`src/rtl/serial_adder_if.sv`:
```
// serial_adder_if: operand handshake and result bus for the bit-serial adder
interface serial_adder_if #(parameter int WIDTH = 8);
  logic             start;
  logic [WIDTH-1:0] a;
  logic [WIDTH-1:0] b;
  logic             cin;
  logic             busy;
  logic             done;
  logic [WIDTH-1:0] sum;
  logic             cout;
  modport master (output start, a, b, cin, input busy, done, sum, cout);
  modport slave (input start, a, b, cin, output busy, done, sum, cout);
endinterface

```
`src/rtl/serial_adder.sv`:
```
// serial_adder: LSB-first bit-serial adder through one full-adder slice with a registered carry
module serial_adder #(parameter int WIDTH = 8) (
  input logic           clk,
  input logic           rst_n,
  serial_adder_if.slave bus
);
  localparam int CW = $clog2(WIDTH);
  typedef enum logic [1:0] {IDLE, SHIFT, DONE} state_t;
  state_t           state;
  logic [WIDTH-1:0] a_sr, b_sr, s_sr, s_nxt;
  logic [CW-1:0]    cnt;
  logic             carry, s_i, c_nxt;
  always_comb begin
    s_i   = a_sr[0] ^ b_sr[0] ^ carry;
    c_nxt = (a_sr[0] & b_sr[0]) | (carry & (a_sr[0] ^ b_sr[0]));
    s_nxt = WIDTH'({s_i, s_sr} >> 1);
  end
  assign bus.busy = state == SHIFT;
  always_ff @(posedge clk) begin
    if (!rst_n) begin
      state    <= IDLE;
      a_sr     <= '0;
      b_sr     <= '0;
      s_sr     <= '0;
      carry    <= 1'b0;
      cnt      <= '0;
      bus.done <= 1'b0;
      bus.sum  <= '0;
      bus.cout <= 1'b0;
    end else begin
      bus.done <= 1'b0;
      case (state)
        SHIFT: begin
          a_sr  <= a_sr >> 1;
          b_sr  <= b_sr >> 1;
          s_sr  <= s_nxt;
          carry <= c_nxt;
          cnt   <= cnt + 1'b1;
          if (cnt == CW'(WIDTH - 1)) begin
            // results only move here, so the shifting never shows on sum/cout
            bus.sum  <= s_nxt;
            bus.cout <= c_nxt;
            bus.done <= 1'b1;
            cnt      <= '0;
            state    <= DONE;
          end
        end
        default: begin
          if (bus.start) begin
            a_sr  <= bus.a;
            b_sr  <= bus.b;
            carry <= bus.cin;
            cnt   <= '0;
            state <= SHIFT;
          end else begin
            state <= IDLE;
          end
        end
      endcase
    end
  end
endmodule

```
`src/flat_wrapper.sv`:
```
// flat-port wrapper written by rule: the top's interface ports become plain ports
module serial_adder_flat 
#(parameter int WIDTH = 8)
  (clk, rst_n, bus_start, bus_a, bus_b, bus_cin, bus_busy, bus_done, bus_sum, bus_cout);
  serial_adder_if #(.WIDTH(WIDTH)) bus_i ();
  input logic clk;
  input logic rst_n;
  input wire logic [$bits(bus_i.start)-1:0] bus_start;
  input wire logic [$bits(bus_i.a)-1:0] bus_a;
  input wire logic [$bits(bus_i.b)-1:0] bus_b;
  input wire logic [$bits(bus_i.cin)-1:0] bus_cin;
  output wire logic [$bits(bus_i.busy)-1:0] bus_busy;
  output wire logic [$bits(bus_i.done)-1:0] bus_done;
  output wire logic [$bits(bus_i.sum)-1:0] bus_sum;
  output wire logic [$bits(bus_i.cout)-1:0] bus_cout;
  assign bus_i.start = bus_start;
  assign bus_i.a = bus_a;
  assign bus_i.b = bus_b;
  assign bus_i.cin = bus_cin;
  assign bus_busy = bus_i.busy;
  assign bus_done = bus_i.done;
  assign bus_sum = bus_i.sum;
  assign bus_cout = bus_i.cout;
  serial_adder #(.WIDTH(WIDTH)) u_core (.clk(clk), .rst_n(rst_n), .bus(bus_i));
endmodule
```
`config.mk`:
```
export PLATFORM = sky130hd
export DESIGN_NAME = serial_adder_flat
export DESIGN_NICKNAME = d
export VERILOG_FILES = /design/src/rtl/serial_adder_if.sv /design/src/rtl/serial_adder.sv /design/src/flat_wrapper.sv
export SDC_FILE = /design/constraint.sdc
export NUM_CORES = 1
export LEC_CHECK = 0
export ABC_AREA = 0
export CORE_ASPECT_RATIO = 1.75
export CORE_MARGIN = 2
export CORE_UTILIZATION = 50
export CTS_BUF_LIST = sky130_fd_sc_hd__clkbuf_4
export DETAILED_ROUTE_END_ITERATION = 8
export PLACE_DENSITY = 0.77
export SLEW_MARGIN = 10
export SYNTH_ARGS = -nofsm -noshare
export SYNTH_HDL_FRONTEND = slang
export SYNTH_SLANG_ARGS = --single-unit
```
`constraint.sdc`:
```
create_clock -name clk -period 2.99 [get_ports clk]
set_input_delay 0.299 -clock clk [delete_from_list [all_inputs] [get_ports clk]]
set_output_delay 0.299 -clock clk [all_outputs]
set_load 0.02 [all_outputs]
```
==> results by group <==
STA
  • Worst Max-Slew Pin Slew: 1.047 ns
  • Summed negative setup slack over all endpoints: 0 ns
  • Max Freq: 519.3 MHz
  • Setup repair after global routing missed its margin: no
  • Clock skew: 0.002695 ns
  • Setup-failing EPs final: 0
  • Number of slew-limit violations in the final report: 0
  • Portion of the clock cycle consumed by the worst path in the final layout: 0.6440
  • Worst rel slew slack: 0.2995
  • Final-report hold violation count: 0
  • Final period demand of the worst path: 1.926 ns
  • Final worst setup slack: 1.064 ns

Floorplanning
  • Horiz. Die Dim: 47.05 um
  • Starting utilization of the core area: 0.5217
  • Overall die height: 79.34 um
  • Row count: 27
  • Number of placed I/O pins: 31
  • Placeable Area: 3108 um^2
  • Die Footprint: 3733 um^2

Clock network
  • Clock transition at path regs: 0.11 ns
  • Number of instances resized during post-cts repair: 0
  • Clock latency reported for the late side of the worst-skew pair: 0.34 ns
  • Hold-fix buffers, CTS: 0
  • Cts bufs inserted: 5
  • H-tree levels: 2
  • Clock tree root driver cell: clkbuf_4
  • Sinks on the clock net: 39
  • Buffers inserted by post-CTS timing repair: 0
  • TritonCTS clock tree: built
  • Buffer depth of the longest clock path: 2

Synthesis
  • Synthesized-area fraction occupied by xor and xnor cells: 0
  • Complex-gate fraction of the synthesized area: 0.1559
  • Mapped Nets: 194
  • Register area share after synthesis: 0.4815
  • Synthesis warning total: 0
  • Unique masters post-synth: 25
  • Synth Instances: 171
  • Number of synthesized register bits: 39
  • Combinational family with the most area after synthesis: simple AND/OR/NAND/NOR gates
  • Cell area after synthesis: 1622 um^2
  • Synth Area in Adders: 0.02778
  • Multiplexer share of the synthesized area: 0.1049
  • Simple-gate area share of the yosys netlist: 0.1613
  • Mapped Avg Cell Area: 9.483 um^2

Routing
  • Post-detailed-route count of antenna-violating nets: 0
  • Vias per std cell: 5.246
  • Wire length per cell after detailed routing: 11.67 um
  • Post-Route WL: 2.801 mm
  • DR pass1 iterations: 4
  • Vias: 1259
  • Initial DRC Count: 24
  • DRC: 0

Critical path
  • Crit-path slowest cell: clkdlybuf4s50_1
  • Dominant delay contributor by cell family on the critical path: buffers and inverters
  • CP required: 2.69 ns
  • Number of buffers and inverters on the critical path: 2
  • Register-to-Register Setup Slack: 1.58 ns
  • Startpoint of the worst register-to-register path: u_core.cnt[0]
  • Worst path arrival time: 1.63 ns
  • Worst Path Max Fanout: 12
  • Critical Path Sink Type: output pin
  • Critical path startpoint category: flip-flop
  • Critical path cell sequence: nand2b_1 -> inv_4 -> clkdlybuf4s50_1
  • Worst R2R Path Depth: 5
  • Endpoint of the most critical register-to-register path: u_core.bus.sum[7]
  • Largest stage delay, worst path: 0.62 ns
  • Classification of the worst setup path: flip-flop to output pin

Finish
  • Final net count: 219
  • Number of diodes added for antenna fixing: 0
  • Most common library cell in the layout ignoring fill and taps: dfxtp_1
  • Ratio of cells with drive above 1 in the final layout: 0.08629
  • Commonest cells after routing, fill and taps aside: dfxtp_1 (39), clkdlybuf4s50_1 (30), nand2_1 (26), nand3_1 (18), mux2i_1 (17)
  • Area Overhead vs Synth: 19.52%

Hold path
  • Critical hold path startpoint: u_core.bus.sum[2]
  • Worst min-delay path endpoint: u_core.bus.sum[2]
  • Cell depth of the worst min-delay path: 2
  • Class of the tightest hold or removal check: flip-flop to flip-flop

Placement
  • Detail Placement HPWL: 2.014 mm
  • Count of buffers inserted at the top-level ports: 30
  • GPL Wtd Cong: 0.7387
  • Worst setup slack before clock tree synthesis: 0.9644 ns

Global route
  • Total global routing overflow: 0
  • Pin count of the biggest net entering global routing: 42
  • First-pass GRT wire length: 4.816 mm
  • Antenna violations before repair: 0
  • Number of global-route vias before repair: 1175
  • Gr usage total: 0.1768

Power
  • Overall power after layout: 0.0009176 W
  • Cell leakage power: 0.7863 nW
  • Worst vdd ir: 0.3739 mV
  • Power density over the cells: 473.4 nW/um^2

Run
  • Number of max-cap violations: 0

Status
  • Result of the run: completed
## layer usage
metal | GRT usage | wire length, um | vias up
li1 | - | - | 639
met1 | 0.1859 | 1094 | 585
met2 | 0.3027 | 1522 | 30
met3 | 0.03864 | 119 | 5
met4 | 0.1000 | 65 | 0
met5 | 0 | 0 | -
## flip-flops by register name (all words and copies together), names as in the netlist, 2 cells and up
signal	count
u_core.state	2
u_core.a_sr	8
u_core.cnt	3
u_core.bus.sum	8
u_core.b_sr	8
u_core.s_sr	7
## worst max-delay path by stage
stage | depth (start not counted) | slack [ns] | endpoint | startpoint
after CTS | 3 | 1.05 | bus_busy | u_core.state[1]
final | 3 | 1.06 | bus_busy | u_core.state[1]
after global placement | 3 | 1.04 | u_core.a_sr[6] | bus_start
after detailed placement | 3 | 0.96 | u_core.b_sr[3] | bus_start
after global routing | 3 | 0.99 | bus_busy | u_core.state[1]
after floorplan | 6 | 1.73 | u_core.bus.cout | u_core.cnt[0]
## metrics by stage
step | util | instances | area (um^2) | hold WS [ns]
2_1_floorplan | - | 171 | 1622 | 0.4343
3_3_place_gp | 0.6067 | 232 | 1886 | 0.4366
3_5_place_dp | 0.6067 | 232 | 1886 | 0.4415
4_1_cts | 0.6236 | 240 | 1938 | 0.4576
5_1_grt | 0.6236 | 240 | 1938 | 0.4700
6_report | 0.6236 | 240 | 1938 | 0.4538
## tightest hold or removal path: cells and delay by family (launching register included)
kind             cells  cell delay [ns]
flip-flops           1             0.33
AND/OR/NAND/NOR      2             0.10
## cells in the mapped netlist (all sizes together)
cell,instances,share of area
nor3,1,0.0031
inv,1,0.0039
and2,2,0.0077
ha,2,0.015
clkbuf,2,0.0069
fa,1,0.012
dfxtp,39,0.48
nor3b,1,0.0046
mux2i,17,0.10
a21boi,9,0.056
o21ai,16,0.049
nand3b,3,0.014
nand2b,1,0.0039
buf,12,0.058
nor2,3,0.0069
a21oi,15,0.046
nand3,18,0.056
o21a,1,0.0046
and3b,1,0.0054
nand2,26,0.060
## area by class of cell
type                            count  area, um^2
Clock buffer                        5       37.54
Clock inverter                      3       15.01
Fill cell                         290        1170
Inverter                            1       6.256
Multi-Input combinational cell    117       729.5
Sequential cell                    39       780.7
Tap cell                           43       53.80
Timing Repair Buffer               32       315.3
## power by group
group | switching (W) | leakage, nW | internal (W) | total (W)
Combinational | 0.0000500 | 0.433 | 0.0000552 | 0.000105
Sequential | 0.0000127 | 0.319 | 0.000542 | 0.000555
Clock | 0.000170 | 0.0347 | 0.0000876 | 0.000257
## kinds of logic after synthesis
kind of cell | after synthesis
multiplexers | 17
adder cells (fa/ha/maj) | 3
AO/OA/AOI/OAI | 41
flip-flops | 39
AND/OR/NAND/NOR | 56
buffers and inverters | 15
Power figures use the tool's default switching activity.
